File: src/rtl/div_ctrl_pkg.sv
// Shared types and constants for the div_ctrl clock-divider controller.
// Holds the FSM state type, default widths/ratio and the ratio sanitiser.
package div_ctrl_pkg;

    localparam int unsigned DefCntW = 26;
    localparam int unsigned DefDiv  = 25_000_000;

    typedef enum logic {
        StIdle = 1'b0,
        StRun  = 1'b1
    } div_state_t;

    // A ratio of 0 would underflow the terminal-count compare, so it is stored as 1.
    function automatic logic [31:0] ratio_fix(input logic [31:0] div);
        return (div == 32'd0) ? 32'd1 : div;
    endfunction

endpackage

File: src/rtl/div_ctrl_if.sv
// Control/config bundle between a div_ctrl client (master) and div_ctrl (slave).
// The oneshot request exists only when DIV_CTRL_ONESHOT_EN is defined.
interface div_ctrl_if
    import div_ctrl_pkg::*;
#(
    parameter int unsigned CNT_W = DefCntW
) ();

    logic             start;
    logic             stop;
    logic             cfg_valid;
    logic [CNT_W-1:0] cfg_div;
    logic             cfg_ready;
    logic             tick;
    logic             q;
    logic             running;
`ifdef DIV_CTRL_ONESHOT_EN
    logic             oneshot;

    modport master (
        output start, stop, cfg_valid, cfg_div, oneshot,
        input  cfg_ready, tick, q, running
    );

    modport slave (
        input  start, stop, cfg_valid, cfg_div, oneshot,
        output cfg_ready, tick, q, running
    );
`else
    modport master (
        output start, stop, cfg_valid, cfg_div,
        input  cfg_ready, tick, q, running
    );

    modport slave (
        input  start, stop, cfg_valid, cfg_div,
        output cfg_ready, tick, q, running
    );
`endif

endinterface

File: src/rtl/div_counter.sv
// Period counter: runs 0..div_i-1 while enabled and flags the terminal count.
// clr_i forces the count back to zero and takes priority over counting.
module div_counter
    import div_ctrl_pkg::*;
#(
    parameter int unsigned CNT_W = DefCntW
) (
    input  logic             clk_i,
    input  logic             rst_ni,
    input  logic             clr_i,
    input  logic             en_i,
    input  logic [CNT_W-1:0] div_i,
    output logic             tc_o
);

    logic [CNT_W-1:0] cnt_q, cnt_d;

    // div_i is never zero, so the subtraction cannot wrap.
    assign tc_o = en_i && (cnt_q == (div_i - CNT_W'(1)));

    always_comb begin
        cnt_d = cnt_q;
        if (clr_i) begin
            cnt_d = '0;
        end else if (en_i) begin
            cnt_d = tc_o ? '0 : (cnt_q + CNT_W'(1));
        end
    end

    always_ff @(posedge clk_i or negedge rst_ni) begin
        if (!rst_ni) begin
            cnt_q <= '0;
        end else begin
            cnt_q <= cnt_d;
        end
    end

endmodule

File: src/rtl/div_ctrl.sv
// Run/stop FSM, ratio handshake and square-wave output for the clock divider.
// Define DIV_CTRL_ONESHOT_EN to add the single-period (oneshot) run mode.
module div_ctrl
    import div_ctrl_pkg::*;
#(
    parameter int unsigned CNT_W   = DefCntW,
    parameter int unsigned DEF_DIV = DefDiv
) (
    input  logic        clk_i,
    input  logic        rst_ni,
    div_ctrl_if.slave   bus
);

    div_state_t       state_q, state_d;
    logic [CNT_W-1:0] active_q, active_d;
    logic [CNT_W-1:0] pend_div_q, pend_div_d;
    logic             pend_q, pend_d;
    logic             q_q, q_d;
    logic [CNT_W-1:0] cfg_fix;
    logic             tc, xfer, tick, leave_run, cnt_clr;
`ifdef DIV_CTRL_ONESHOT_EN
    logic             oneshot_q, oneshot_d;
`endif

    assign cfg_fix = CNT_W'(ratio_fix(32'(bus.cfg_div)));
    assign xfer    = bus.cfg_valid && !pend_q;

    div_counter #(
        .CNT_W (CNT_W)
    ) u_counter (
        .clk_i  (clk_i),
        .rst_ni (rst_ni),
        .clr_i  (cnt_clr),
        .en_i   (state_q == StRun),
        .div_i  (active_q),
        .tc_o   (tc)
    );

    always_comb begin
        state_d    = state_q;
        active_d   = active_q;
        pend_div_d = pend_div_q;
        pend_d     = pend_q;
        q_d        = q_q;
        tick       = 1'b0;
        leave_run  = 1'b0;
        cnt_clr    = 1'b1;
`ifdef DIV_CTRL_ONESHOT_EN
        oneshot_d  = oneshot_q;
`endif
        unique case (state_q)
            StIdle: begin
                if (xfer) begin
                    active_d = cfg_fix;
                end
                if (bus.start && !bus.stop) begin
                    state_d = StRun;
                    q_d     = 1'b0;
`ifdef DIV_CTRL_ONESHOT_EN
                    oneshot_d = bus.oneshot;
`endif
                end
            end
            StRun: begin
                cnt_clr = 1'b0;
                if (bus.stop) begin
                    leave_run = 1'b1;
                    q_d       = 1'b0;
                end else if (tc) begin
                    tick = 1'b1;
                    q_d  = !q_q;
                    if (pend_q) begin
                        active_d = pend_div_q;
                        pend_d   = 1'b0;
                    end
`ifdef DIV_CTRL_ONESHOT_EN
                    if (oneshot_q) begin
                        leave_run = 1'b1;
                    end
`endif
                end
                // Leaving RUN must not strand a pending ratio in IDLE.
                if (leave_run) begin
                    state_d = StIdle;
                    cnt_clr = 1'b1;
                    if (pend_q) begin
                        active_d = pend_div_q;
                        pend_d   = 1'b0;
                    end else if (xfer) begin
                        active_d = cfg_fix;
                    end
                end else if (xfer) begin
                    pend_div_d = cfg_fix;
                    pend_d     = 1'b1;
                end
            end
            default: state_d = StIdle;
        endcase
    end

    always_ff @(posedge clk_i or negedge rst_ni) begin
        if (!rst_ni) begin
            state_q    <= StIdle;
            active_q   <= CNT_W'(DEF_DIV);
            pend_div_q <= '0;
            pend_q     <= 1'b0;
            q_q        <= 1'b0;
`ifdef DIV_CTRL_ONESHOT_EN
            oneshot_q  <= 1'b0;
`endif
        end else begin
            state_q    <= state_d;
            active_q   <= active_d;
            pend_div_q <= pend_div_d;
            pend_q     <= pend_d;
            q_q        <= q_d;
`ifdef DIV_CTRL_ONESHOT_EN
            oneshot_q  <= oneshot_d;
`endif
        end
    end

    assign bus.tick      = tick;
    assign bus.q         = q_q;
    assign bus.running   = (state_q == StRun);
    assign bus.cfg_ready = !pend_q;

endmodule

File: src/flat_wrapper.sv
// flat-port wrapper written by rule: the top's interface ports become plain ports
module div_ctrl_flat import div_ctrl_pkg::*;
#(
    parameter int unsigned CNT_W   = DefCntW,
    parameter int unsigned DEF_DIV = DefDiv
)
  (clk_i, rst_ni, bus_start, bus_stop, bus_cfg_valid, bus_cfg_div, bus_cfg_ready, bus_tick, bus_q, bus_running);
  div_ctrl_if #(.CNT_W(CNT_W)) bus_i ();
  input  logic clk_i;
  input  logic rst_ni;
  input wire logic [$bits(bus_i.start)-1:0] bus_start;
  input wire logic [$bits(bus_i.stop)-1:0] bus_stop;
  input wire logic [$bits(bus_i.cfg_valid)-1:0] bus_cfg_valid;
  input wire logic [$bits(bus_i.cfg_div)-1:0] bus_cfg_div;
  output wire logic [$bits(bus_i.cfg_ready)-1:0] bus_cfg_ready;
  output wire logic [$bits(bus_i.tick)-1:0] bus_tick;
  output wire logic [$bits(bus_i.q)-1:0] bus_q;
  output wire logic [$bits(bus_i.running)-1:0] bus_running;
  assign bus_i.start = bus_start;
  assign bus_i.stop = bus_stop;
  assign bus_i.cfg_valid = bus_cfg_valid;
  assign bus_i.cfg_div = bus_cfg_div;
  assign bus_cfg_ready = bus_i.cfg_ready;
  assign bus_tick = bus_i.tick;
  assign bus_q = bus_i.q;
  assign bus_running = bus_i.running;
  div_ctrl #(.CNT_W(CNT_W), .DEF_DIV(DEF_DIV)) u_core (.clk_i(clk_i), .rst_ni(rst_ni), .bus(bus_i));
endmodule
File: config.mk
export PLATFORM = sky130hd
export DESIGN_NAME = div_ctrl_flat
export DESIGN_NICKNAME = d
export VERILOG_FILES = /design/src/rtl/div_ctrl_pkg.sv /design/src/rtl/div_ctrl_if.sv /design/src/rtl/div_counter.sv /design/src/rtl/div_ctrl.sv /design/src/flat_wrapper.sv
export SDC_FILE = /design/constraint.sdc
export NUM_CORES = 1
export LEC_CHECK = 0
export BUFFER_PORTS_ARGS = -buffer_cell sky130_fd_sc_hd__buf_2
export CORE_MARGIN = 2
export CORE_UTILIZATION = 30
export CTS_CLUSTER_DIAMETER = 200
export DETAILED_ROUTE_END_ITERATION = 7
export PLACE_DENSITY = 0.49
export SYNTH_ARGS = -nofsm -noshare
export SYNTH_HDL_FRONTEND = slang
export SYNTH_SLANG_ARGS = --single-unit
export TNS_END_PERCENT = 50
File: constraint.sdc
create_clock -name clk_i -period 4.59 [get_ports clk_i]
set_clock_uncertainty 0.05 [all_clocks]
set_input_delay 0.918 -clock clk_i [delete_from_list [all_inputs] [get_ports clk_i]]
set_output_delay 0.918 -clock clk_i [all_outputs]
set_load 0.03 [all_outputs]
# ---- Word-level counts from Yosys, hierarchy flattened
# Cells that the tools add are included.
dict set report totals {
  out_inout_bits 4
  reg_bits 81
  inputBits 31
  latch_bits 0
  ram_bits 0
  word_cells 55
  mem_bits_ro 0
  mem_count 0
}
dict set report op_classes {
  multipliers 0
  muxes 31
  n_lt_le_gt_ge 0
  add_sub_neg 2
  n_reduce_logical 10
  bitwise_logic 2
  eq_ne 4
  div 0
  shifts 0
}
# operator count
set op_table {}
lappend op_table {{2-to-1 mux 26 bit} 11}
lappend op_table {{one-hot mux 26 bit (2 select lines)} 1}
lappend op_table {{adder 26 x 1 -> 26 bit (second input constant)} 1}
lappend op_table {{equality test 26 bit} 1}
lappend op_table {{logical NOT 26 bit} 1}
lappend op_table {{subtractor 26 x 1 -> 26 bit (second input constant)} 1}
lappend op_table {{2-to-1 mux 1 bit} 17}
lappend op_table {{inequality test 2 x 1 -> 1 bit (second input constant)} 2}
lappend op_table {{one-hot mux 1 bit (2 select lines)} 2}
lappend op_table {{logical AND 1 bit} 3}
lappend op_table {{logical NOT 1 bit} 3}
lappend op_table {{inequality test 3 bit (second input constant)} 1}
lappend op_table {{AND reduction 3 bit} 1}
lappend op_table {{inverter 1 bit} 2}
lappend op_table {{AND reduction 2 bit} 1}
lappend op_table {{nonzero test 2 bit} 1}

# ---- Depth between registers and ports, before layout
# Gate-level depths: netlist of the first run.
dict set report depth {
  depth_word 9
  ltp_mapped 14
  depth_no_buf 10
}

# ---- Cells and area by module
# From an unflattened synthesis of the first run, not the netlist that was laid out.
dict set report unflattened {
  hier_cells 525
  hier_area_um2 5313.8
}
# mod instances cells_each seq_area_each_um2 area_each_um2
set by_module_without_submodules {}
lappend by_module_without_submodules {div_ctrl 1 268 1391.3 3105.5}
lappend by_module_without_submodules {div_counter 1 257 650.6 2208.4}

# ---- Worst setup path after synthesis of the first run
# OpenSTA, ideal clock, no wires.
dict set report synth_path {
  kind {flip-flop to output port}
  start {reg u_core.active_q[4]}
  end {out bus_tick}
  t_required_ns 3.622
  path_buffers 4
  path_stages_with_launch 12
  t_arrival_ns 3.858
  path_slack_ns -0.236
  cell_sequence {dfrtp_1 > buf_2 > or4_1 > buf_2 > or4_1 > buf_2 > or3_1 > o31a_1 > or4_1 > or4_1 > clkbuf_1 > nor2_1}
}
dict set report synth_between {
  elab_chain_len 6
}
# item line
set synth_rtl {}
lappend synth_rtl {{start: declaration} div_ctrl.sv:15} ;# logic [CNT_W-1:0] active_q, active_d;
lappend synth_rtl {{start signal: assignment} div_ctrl.sv:104} ;# active_q <= CNT_W'(DEF_DIV);
lappend synth_rtl {{start signal: assignment} div_ctrl.sv:113} ;# active_q <= active_d;
lappend synth_rtl {{subtractor 26 x 1 -> 26 bit} div_counter.sv:19} ;# assign tc_o = en_i && (cnt_q == (div_i - CNT_W'(1)));
lappend synth_rtl {{equality test 26 bit} div_counter.sv:19}
lappend synth_rtl {{logical AND 1 bit} div_counter.sv:19}
lappend synth_rtl {{2-to-1 mux 1 bit} div_ctrl.sv:69} ;# end else if (tc) begin
lappend synth_rtl {{2-to-1 mux 1 bit} div_ctrl.sv:66} ;# if (bus.stop) begin
lappend synth_rtl {{2-to-1 mux 1 bit} div_ctrl.sv:51} ;# unique case (state_q)
lappend synth_rtl {{end: declaration} flat_wrapper.sv:16} ;# output wire logic [$bits(bus_i.tick)-1:0] bus_tick;
# No other way between the ends.

# ---- Worst setup path after layout of the first run
dict set report layout_path {
  start {reg u_core.active_q[6]}
  end {out bus_tick}
}
# The elaborated chain is that of the path after synthesis.

==> results of run 1 <==
==> registers in the layout, indices dropped and copies added, names as in the netlist <==
name                    count
u_core.bus.q                1
u_core.bus.running          1
u_core.active_q            26
u_core.pend_div_q          26
u_core.u_counter.cnt_q     26
u_core.pend_q               1
==> timing repair <==
item,4_1_cts,5_1_grt
pin swaps,5,4
setup endpoints to repair,1,1
gates resized for setup,4,2
hold endpoints to repair,0,0
buffers inserted,3,2
==> area by class of cell <==
class / count / area share, %
tap: 225 / 4.56
timing repair buffer: 63 / 6.84
clock buffer: 10 / 3.87
clock inverter: 6 / 0.690
inverter: 13 / 0.791
multi-input combinational: 479 / 50.1
sequential: 81 / 33.1
==> routing by layer <==
metal | vias to the layer above | track usage, % | wire length [um]
li1 | 2253 | - | -
met4 | 0 | 8.02 | 372
met2 | 153 | 27.6 | 7330
met1 | 2369 | 24.8 | 7360
met3 | 28 | 2.50 | 692
met5 | - | 0 | 0
==> cells in the final DEF, fill, tap and decap left out, types with 9 or more instances in the layout <==
master and n:
nand3_1 34, nor3_1 9, or4_1 9, a22oi_1 12, inv_1 13, dfrtp_1 69
buf_2 32, nand3b_1 11, o21ai_0 17, xnor2_1 33, nor4_1 11, buf_4 28
mux2_2 40, nand2_1 78, nor2_1 90, dfstp_2 12, xor2_1 20, a21oi_1 14
clkbuf_16 9, a222oi_1 14
==> per-stage QoR <==
stage          cells  worst slack (ns)  total power, mW  TNS (ns)  utilization (%)
2_1_floorplan    616           0.00892             1.65         0                -
3_3_place_gp     856             0.114             1.90         0             33.6
3_5_place_dp     856            0.0905             1.92         0             33.6
4_1_cts          875            -0.128             2.64    -0.128             35.5
5_1_grt          877            -0.131             2.80    -0.131             35.7
6_report         877           -0.0750             2.63   -0.0750             35.7
==> how the worst min path moves through the flow <==
| stage | to | depth (start not counted) |
|---|---|---|
| after floorplan | u_core.pend_div_q[0] | 1 |
| after global placement | u_core.pend_div_q[0] | 1 |
| after detailed placement | u_core.pend_div_q[0] | 1 |
| after CTS | u_core.pend_div_q[0] | 1 |
| after global routing | u_core.pend_div_q[14] | 1 |
| final | u_core.pend_div_q[0] | 1 |
==> power by group through the flow <==
stage	clock, mW	combinational (mW)	sequential, mW
after floorplan	0	0.609	1.04
after global placement	0	0.796	1.10
after detailed placement	0	0.810	1.11
after CTS	0.717	0.818	1.10
after global routing	0.741	0.922	1.13
final	0.695	0.834	1.11
==> kinds of logic after synthesis <==
| logic type | Yosys count | synth area share [%] |
|---|---|---|
| AO/OA/AOI/OAI | 89 | 12.2 |
| XOR/XNOR | 53 | 8.72 |
| flip-flops | 81 | 38.4 |
| adder cells (fa/ha/maj) | 2 | 0.470 |
| buffers and inverters | 56 | 4.37 |
| multiplexers | 41 | 8.65 |
| AND/OR/NAND/NOR | 294 | 27.2 |
==> metrics.cfg, run 1 <==
[drt]
firstDrtPassIters = 5
drc = 0
wl_per_cell_um = 18.0
postRouteAntennaNets = 0
drt-vias-per-instance = 5.48
drt_wl_total_um = 15800
drt_iter0_drc = 359
vias = 4803

[critical_path]
slowest_delay_ns = 0.59
path_delay_family = simple AND/OR/NAND/NOR gates
worst-path-buf-inv = 1
r2r-end = u_core.u_counter.cnt_q[8]
crit_fanout = 6
cp-start-kind = flip-flop
crit_start = u_core.active_q[6]
ff2ff_setup_slack_ns = 0.68
arrival_ns = 3.70
crit_top_cell = or4_4
cp.required_ns = 3.62
cp-endpoint = bus_tick
r2r_cells = 10
critPathSlowestCell = or4_4
reg2reg_from = u_core.active_q[6]
crit_chain = or4_4 > or4_4 > or3_1 > o31a_1 > or4_1 > or4_4 > nor2_4 > buf_6
crit_path_end_kind = primary output
critical_path_depth = 8
crit_type = flip-flop to primary output

[global_routing]
overflow = 0
grt_pass1_wl_um = 25800
grt_antenna_before_repair = 0
grt_pass1_vias = 4755
grt_max_degree = 82
grt.total_usage_pct = 17.8

[sta]
worstMarginPinSlew_ns = 1.07
hold_ws_ns = 0.464
clock.fmax_ghz = 0.214
hold_viol = 0
fin_ws_ns = -0.0750
drv_slew = 0
period_needed_ns = 4.66
rsz0062_at_grt = true
slew_headroom_pct = 28.6
setup-violations-final = 1
period_share_pct = 102

[cells_and_area]
seq_area_mm2 = 0.00204
layout-drive-gt1-share_pct = 22.9
fillerInstances = 1827
diodes = 0
multiInputGateArea_mm2 = 0.00309
synthToLayoutAreaGrowth_pct = 15.9
num-nets-final = 680
fin_area_mm2 = 0.00617

[pwr]
power_frac_clock_pct = 26.4
powerDensity_mw_per_mm2 = 427
leakage_nw = 2.49
pwr-share-seq_pct = 42.0
internal-power_mw = 1.68
swShare_pct = 36.3
ir_drop_mv = 0.188
combPwrFrac_pct = 31.6
net-switching-power_uw = 956

[cts]
cts_tree = built
h-tree-depth = 3
clkSinkCount = 81
cts_buffers = 9
clockBufferDepth = 2
cts_root_buf = clkbuf_16
clk_latency_ns = 0.35
clkTransAtPathRegs_ns = 0.06
cts_hold_buf = 0

[placed_design]
port_buffers = 34
dpl.hpwl_um = 10800
postPlaceCellArea_mm2 = 0.00581
gp_congestion = 0.854

[synthesis]
synthArstFlopShare_pct = 100
yosysTopAreaCellShare_pct = 32.4
synth.largest_area_cell = dfrtp_1
yosys-top-cells-count = 91 x nor2_1, 78 x nand2_1, 69 x dfrtp_1
synth_cell_types = 58
synth-edff-count = 0
synth_nets = 649
synth_ff_type = dfrtp_1
ys_ff_latch = 81
synthCells = 616
postSynthAreaPerCell_um2 = 8.64
synthMostInstantiatedCell = nor2_1
synth_area_leaders = dfrtp_1 32%, mux2_2 8.5%, nor2_1 6.4%, dfstp_2 5.9%, nand2_1 5.5%
ys_seq_area_share_pct = 38.4
yosys_warnings = 0
netlist_area_mm2 = 0.00532

[floorplan]
core_mm2 = 0.0173
die_w_um = 137
dieArea_mm2 = 0.0188
core.rowCount = 48
die_h_um = 137
io_pins = 35
start_util_pct = 30.8

[job]
max_cap_violations = 0

[hold_path]
min_from = u_core.pend_div_q[0]
worstHoldPathType = flip-flop to flip-flop

[run_status]
violations = setup timing
outcome = complete, but fails checks

Note: power is estimated with default switching activity, not from simulation.
==> inputs of run 2 (changes only) <==
--- a/config.mk
+++ b/config.mk
@@ -5,7 +5,9 @@
 export SDC_FILE = /design/constraint.sdc
 export NUM_CORES = 1
 export LEC_CHECK = 0
+export ABC_AREA = 1
 export BUFFER_PORTS_ARGS = -buffer_cell sky130_fd_sc_hd__buf_2
+export CAP_MARGIN = 20
 export CORE_MARGIN = 2
 export CORE_UTILIZATION = 30
 export CTS_CLUSTER_DIAMETER = 200
==> run 2 against run 1 <==
Critical path type unchanged. Synthesized cell count is 55% higher. First-iteration DRC count increased by 28%. Total power is 7.5% lower. Sequential cell count unchanged. Register-to-register slack improved by 0.85 ns. The flow now finishes without violations. Highest routed layer unchanged. Worst setup slack better by 0.97 ns. Area after synthesis increased by 16%. Clock power grew 2%.
==> metrics.cfg, run 2 <==
[synthesis]
synth_nets = 986  ; +52%
yosysTopAreaCellShare_pct = 27.9  ; -4.5 points
synth-edff-count = 0  ; unchanged
yosys_warnings = 0  ; unchanged
synthArstFlopShare_pct = 100  ; unchanged
synth_compound_area_share_pct = 8.61  ; -3.6 points
ys_seq_area_share_pct = 33.0  ; -5.4 points
synth-adder-area-share_pct = 0.404  ; -0.066 points
yosys-top-cells-count = 362 x nand2_1, 132 x inv_1, 82 x nor2_1
netlist_area_mm2 = 0.00619  ; +16%
synth_ff_type = dfrtp_1
synthMostInstantiatedCell = nand2_1
ys_ff_latch = 81  ; unchanged
synth.largest_area_cell = dfrtp_1
synth_area_leaders = dfrtp_1 28%, nand2_1 22%, inv_1 8.0%, dfstp_2 5.1%, nor2_1 5.0%
synthCells = 953  ; +55%
synth_top_family_by_area = simple AND/OR/NAND/NOR gates
synth-xor-area-share_pct = 4.81  ; -3.9 points
muxShareOfSynthArea_pct = 0  ; -8.6 points
postSynthAreaPerCell_um2 = 6.49  ; -25%
synth_cell_types = 44  ; -24%
synthSimpleGateAreaFrac_pct = 41.6  ; +14 points

[global_routing]
grt_max_degree = 66  ; -20%
overflow = 0  ; unchanged
grt.total_usage_pct = 17.3  ; -0.54 points
grt_pass1_vias = 5458  ; +15%
grt_antenna_before_repair = 0  ; unchanged
grt_pass1_wl_um = 29900  ; +16%

[sta]
period_needed_ns = 3.69  ; -0.972 ns
fin_tns_setup_ns = 0  ; +0.0750 ns
setup-violations-final = 0  ; -1
slew_headroom_pct = 33.0  ; +4.4 points
period_share_pct = 80.5  ; -21 points
worstMarginPinSlew_ns = 1.00  ; -0.0674 ns
drv_slew = 0  ; unchanged
clock.fmax_ghz = 0.271  ; +26%
hold_viol = 0  ; unchanged
rsz0062_at_grt = false

[cells_and_area]
layout-drive-gt1-share_pct = 12.7  ; -10 points
utilization_pct = 33.9  ; -1.7 points
final_cell_mix = 362 x nand2_1, 132 x inv_1, 82 x nor2_1
diodes = 0  ; unchanged
reg_top3 = u_core.active_q x26, u_core.pend_div_q x26, u_core.u_counter.cnt_q x26
mostFrequentLayoutCell = nand2_1
synthToLayoutAreaGrowth_pct = 11.0
num-nets-final = 1003  ; +48%

[placed_design]
gp_congestion = 0.841  ; -1.5%
port_buffers = 34  ; unchanged
dpl.hpwl_um = 13400  ; +24%

[critical_path]
cp.required_ns = 3.62  ; about the same
critical_path_depth = 15  ; +7
crit_top_cell = nand2_1
crit_start = u_core.active_q[0]
worst-path-buf-inv = 3  ; +2
crit_fanout = 13  ; +7
r2r_cells = 17  ; +7
critPathSlowestCell = dfrtp_1
path_delay_family = simple AND/OR/NAND/NOR gates
reg2reg_from = u_core.active_q[0]
crit_path_end_kind = primary output
slowest_delay_ns = 0.40  ; -0.19 ns
crit_chain = inv_1 > ha_1 > nand2_4 > nor2_4 > nand3_1 > nand2_1 > nand2_1 > inv_1 > nand2_1 > nor2_1 > nand2_2 > nor2_4 > nand2_4 > nor2_1 > buf_2
crit_type = flip-flop to primary output
r2r-end = u_core.bus.q
arrival_ns = 2.73  ; -0.97 ns
cp-endpoint = bus_tick
cp-start-kind = flip-flop
ff2ff_setup_slack_ns = 1.53  ; +0.85 ns

[hold_path]
worstHoldPathType = flip-flop to flip-flop
hold_depth = 2  ; +1

[pwr]
internal-power_mw = 1.48  ; -12%
power_frac_clock_pct = 29.1  ; +2.7 points
pwr-share-seq_pct = 40.9  ; -1.1 points
ir_drop_mv = 0.187  ; -0.68%
leakage_nw = 3.48  ; +40%
net-switching-power_uw = 960  ; +0.44%
swShare_pct = 39.4  ; +3.1 points
combPwrFrac_pct = 30.0  ; -1.6 points
powerDensity_mw_per_mm2 = 355  ; -17%

[cts]
clockBufferDepth = 2  ; unchanged
cts_resized = 0  ; -4
clkTransAtPathRegs_ns = 0.07  ; about the same
cts_root_buf = clkbuf_16
h-tree-depth = 3  ; unchanged
post_cts_buffers = 0  ; -3
clk_latency_ns = 0.36  ; about the same
cts_hold_buf = 0  ; unchanged
cts_tree = built
cts_buffers = 9  ; unchanged
clkSinkCount = 81  ; unchanged

[drt]
drt_wl_total_um = 18300  ; +16%
drt-vias-per-instance = 4.69  ; -14%
drc = 0  ; unchanged
wl_per_cell_um = 14.7  ; -18%
vias = 5843  ; +22%
firstDrtPassIters = 5  ; unchanged
drt_iter0_drc = 458  ; +28%
postRouteAntennaNets = 0  ; unchanged

[floorplan]
core_mm2 = 0.0202  ; +17%
die_h_um = 148  ; +7.6%
start_util_pct = 30.6  ; -0.20 points
core.rowCount = 52  ; +8.3%
die_w_um = 148  ; +7.6%
io_pins = 35  ; unchanged
dieArea_mm2 = 0.0218  ; +16%

[job]
max_cap_violations = 0  ; unchanged

[run_status]
outcome = complete, no violations

[run 2: cell count changes after synthesis, moves of 14 or more]
cell / previous run / this run
nand2_2: 0 / 16
xnor2_1: 33 / 15
inv_1: 13 / 132
a222oi_1: 14 / 0
mux2_2: 40 / 0
o22ai_1: 2 / 25
nand2_1: 78 / 362
[run 2: worst min path at each step]
stage | from | slack, ns | to
2_1_floorplan | u_core.pend_div_q[11] | 0.39 | u_core.pend_div_q[11]
3_3_place_gp | u_core.pend_div_q[1] | 0.41 | u_core.pend_div_q[1]
3_5_place_dp | u_core.pend_div_q[12] | 0.42 | u_core.pend_div_q[12]
4_1_cts | u_core.pend_div_q[12] | 0.43 | u_core.pend_div_q[12]
5_1_grt | u_core.pend_div_q[11] | 0.46 | u_core.pend_div_q[11]
6_report | u_core.pend_div_q[12] | 0.43 | u_core.pend_div_q[12]
[run 2: power by group through the flow]
stage	sequential (mW)	combinational (mW)	clock, mW
2_1_floorplan	0.947	0.574	0
3_3_place_gp	1.00	0.727	0
3_5_place_dp	1.01	0.727	0
4_1_cts	0.994	0.731	0.725
5_1_grt	1.01	0.841	0.758
6_report	0.996	0.730	0.709
[run 2: cell type report]
type / instances / area [um2]
well taps: 270 / 338
multi-input cells: 697 / 3430
flip-flops and latches: 81 / 2040
clock inverters: 6 / 50.0
clock buffers: 10 / 229
repair buffers: 43 / 260
inverters: 138 / 518
fillers: 2224 / 13400
[run 2: metrics by stage]
step	hold WS, ns	instances	setup WS (ns)	power, mW	instance area [um2]
after floorplan	0.392	953	1.45	1.52	6190
after global placement	0.411	1228	1.28	1.73	6560
after detailed placement	0.416	1228	1.29	1.73	6560
after CTS	0.432	1244	0.894	2.45	6840
after global routing	0.460	1245	0.625	2.61	6870
final	0.428	1245	0.897	2.44	6870
[run 2: worst register-to-register path, stage by stage (launching register included)]
cell,delay [ns]
dfrtp_1,0.40
inv_1,0.16
ha_1,0.28
nand2_4,0.10
nor2_4,0.27
nand3_1,0.11
nand2_1,0.08
nand2_1,0.06
inv_1,0.05
nand2_1,0.04
nor2_1,0.11
nand2_2,0.08
nor2_4,0.15
nand2_4,0.10
nand2_2,0.54
nand2_1,0.19
nand2_1,0.12
o21ai_2,0.05
[run 2: logic make-up (layout without fill, tap and decap cells)]
logic type,count (synthesis),in the layout
flops,81,81
fa+ha+maj,2,2
xor+xnor,34,34
buf+inv,175,197
compound gates,81,81
simple gates,580,580
[run 2: metal layers]
metal | track usage (%) | routed length (um)
met1 | 25.7 | 9400
met2 | 26.5 | 8090
met3 | 2.01 | 604
met4 | 4.76 | 200
met5 | 0 | 0
==> inputs of run 3 (changes only) <==
==> constraint.sdc (replaced) <==
create_clock -name clk_i -period 3.11 [get_ports clk_i]
set_clock_uncertainty 0.05 [all_clocks]
set_input_delay 0.622 -clock clk_i [delete_from_list [all_inputs] [get_ports clk_i]]
set_output_delay 0.622 -clock clk_i [all_outputs]
set_load 0.03 [all_outputs]
==> run 3 against run 2 <==
Core utilization increased by 1.7 points. Critical endpoint unchanged. Die area unchanged. Worst setup slack got worse by 0.77 ns. Total power increased by 56%. Register-to-register slack got worse by 1.0 ns. Sequential cell count unchanged. Global-route usage increased by 0.68 points. Largest cell class unchanged. Hold slack got worse by 0.24 ns. Wire length increased by 4.6%. First-iteration DRC count decreased by 26%. Highest routed layer unchanged.
==> metrics.cfg, run 3 (same netlist as run 2, synthesis figures left out) <==
[sta]
hold_viol = 0  ; unchanged
worstMarginPinSlew_ns = 1.01  ; +0.0111 ns
slew_headroom_pct = 32.1  ; -0.92 points
setup-violations-final = 0  ; unchanged
period_share_pct = 96.0
rsz0062_at_grt = true
drv_slew = 0  ; unchanged
clock.fmax_ghz = 0.335
period_needed_ns = 2.99

[floorplan]
start_util_pct = 30.6  ; unchanged
dieArea_mm2 = 0.0218  ; unchanged
core.rowCount = 52  ; unchanged
die_w_um = 148  ; unchanged
die_h_um = 148  ; unchanged
core_mm2 = 0.0202  ; unchanged
io_pins = 35  ; unchanged

[cells_and_area]
multiInputGateArea_mm2 = 0.00351  ; +2.4%
fin_cells = 1276  ; +2.5%
seq_area_mm2 = 0.00205  ; +0.55%
synthToLayoutAreaGrowth_pct = 16.5
final_cell_mix = 360 x nand2_1, 130 x inv_1, 69 x nor2_1
layout-drive-gt1-share_pct = 18.1  ; +5.4 points
mostFrequentLayoutCell = nand2_1
fillerInstances = 2176  ; -2.2%
num-nets-final = 1034  ; +3.1%
fin_area_mm2 = 0.00721  ; +5.0%
diodes = 0  ; unchanged
reg_top3 = u_core.active_q x26, u_core.pend_div_q x26, u_core.u_counter.cnt_q x26

[cts]
cts_buffers = 9  ; unchanged
h-tree-depth = 3  ; unchanged
clkSinkCount = 81  ; unchanged
cts_root_buf = clkbuf_16
clockBufferDepth = 2  ; unchanged
clkTransAtPathRegs_ns = 0.07  ; about the same
cts_tree = built
clk_latency_ns = 0.36  ; about the same

[pwr]
swShare_pct = 38.4  ; -1.0 points
power_frac_clock_pct = 29.3  ; +0.2 points
pwr-share-seq_pct = 38.3  ; -2.6 points
powerDensity_mw_per_mm2 = 528  ; +49%
net-switching-power_mw = 1.46  ; +52%
leakage_nw = 3.63  ; +4.5%
combPwrFrac_pct = 32.4  ; +2.4 points
internal-power_mw = 2.34  ; +59%
ir_drop_mv = 0.284  ; +52%

[job]
max_cap_violations = 0  ; unchanged

[critical_path]
arrival_ns = 2.31  ; -0.42 ns
cp.required_ns = 2.44  ; -1.18 ns
crit_type = flip-flop to primary output
crit_chain = buf_6 > nor2_4 > nand2_4 > nor2_4 > buf_6 > nand3b_1 > nand2_1 > nand2_1 > nor2_2 > nand3_2 > nor2_4 > nand2_4 > nor2_4 > buf_6
cp-start-kind = flip-flop
crit_fanout = 6  ; -7
r2r_cells = 17  ; unchanged
crit_top_cell = nor2_4
critPathSlowestCell = dfrtp_2
slowest_delay_ns = 0.44  ; +0.04 ns
crit_path_end_kind = primary output

[drt]
drt-vias-per-instance = 4.71  ; +0.46%
firstDrtPassIters = 6  ; +1
drt_iter0_drc = 341  ; -26%
vias = 6016  ; +3.0%
postRouteAntennaNets = 0  ; unchanged
drc = 0  ; unchanged
drt_wl_total_um = 19100  ; +4.6%
wl_per_cell_um = 15.0  ; +2.0%

[placed_design]
dpl.hpwl_um = 13700  ; +2.3%
port_buffers = 34  ; unchanged
dp.cells = 1238  ; +0.81%
postPlaceCellArea_mm2 = 0.00665  ; +1.3%
gp_congestion = 0.838  ; -0.36%

[global_routing]
overflow = 0  ; unchanged
grt_max_degree = 41  ; -38%
grt_pass1_wl_um = 30800  ; +3.0%
grt_antenna_before_repair = 0  ; unchanged
grt.total_usage_pct = 18.0  ; +0.68 points
grt_pass1_vias = 5430  ; -0.51%

[hold_path]
worstHoldPathType = input port to async pin

[run_status]
outcome = complete, no violations

[run 3: power by group through the flow]
stage	combinational, mW	clock, mW	sequential (mW)
2_1_floorplan	0.847	0	1.40
3_3_place_gp	1.12	0	1.47
3_5_place_dp	1.11	0	1.47
4_1_cts	1.20	1.14	1.45
5_1_grt	1.40	1.18	1.48
6_report	1.23	1.11	1.46
[run 3: repair_timing]
| action | CTS | global route |
|---|---|---|
| gates cloned | 1 | 0 |
| pin swaps | 7 | 9 |
| endpoints found under the setup margin | 1 | 1 |
| resized for setup | 21 | 16 |
| hold buffers | 0 | 0 |
| setup buffers | 14 | 7 |
[run 3: cell type report]
| type | instances | share of cell area, % |
|---|---|---|
| timing repair buffer | 73 | 6.82 |
| multi-input combinational | 698 | 48.7 |
| clock inverter | 6 | 0.920 |
| clock buffer | 10 | 3.18 |
| tap | 270 | 4.69 |
| sequential | 81 | 28.5 |
| inverter | 138 | 7.19 |
[run 3: through the flow]
| stage | setup slack, ns | hold slack [ns] | total power [mW] | util, % | setup TNS, ns |
|---|---|---|---|---|---|
| 2_1_floorplan | 0.267 | 0.276 | 2.24 | - | 0 |
| 3_3_place_gp | 0.217 | 0.404 | 2.59 | 32.9 | 0 |
| 3_5_place_dp | 0.181 | 0.409 | 2.58 | 32.9 | 0 |
| 4_1_cts | 0.00895 | 0.198 | 3.79 | 35.2 | 0 |
| 5_1_grt | -0.0372 | 0.212 | 4.06 | 35.6 | -0.0372 |
| 6_report | 0.125 | 0.184 | 3.81 | 35.6 | 0 |
[run 3: routing by layer]
| layer | up-vias | global-route usage [%] | part of all wire (%) |
|---|---|---|---|
| met2 | 149 | 27.7 | 44 |
| met3 | 18 | 2.99 | 5.0 |
| met1 | 2759 | 26.4 | 50 |
| met4 | 0 | 3.94 | 1.1 |
| li1 | 3090 | - | - |
| met5 | - | 0 | 0 |
[run 3: worst paths after layout]
check / slack, ns / to / start
setup / recovery: 0.12 / bus_tick / u_core.active_q[3]
setup reg to reg: 0.51 / u_core.active_q[8] / u_core.active_q[3]
max in group asynchronous: 2.03 / u_core.active_q[19] / rst_ni
hold reg to reg: 0.42 / u_core.pend_div_q[13] / u_core.pend_div_q[13]
hold / removal: 0.18 / u_core.pend_div_q[2] / rst_ni
min in group clk_i: 0.42 / u_core.pend_div_q[13] / u_core.pend_div_q[13]
[run 3: worst max-delay path: cells and delay by family (launching register included)]
| kind | cells | cell delay [ns] |
|---|---|---|
| AND/OR/NAND/NOR | 11 | 1.12 |
| flip-flops | 1 | 0.44 |
| buffers and inverters | 3 | 0.40 |
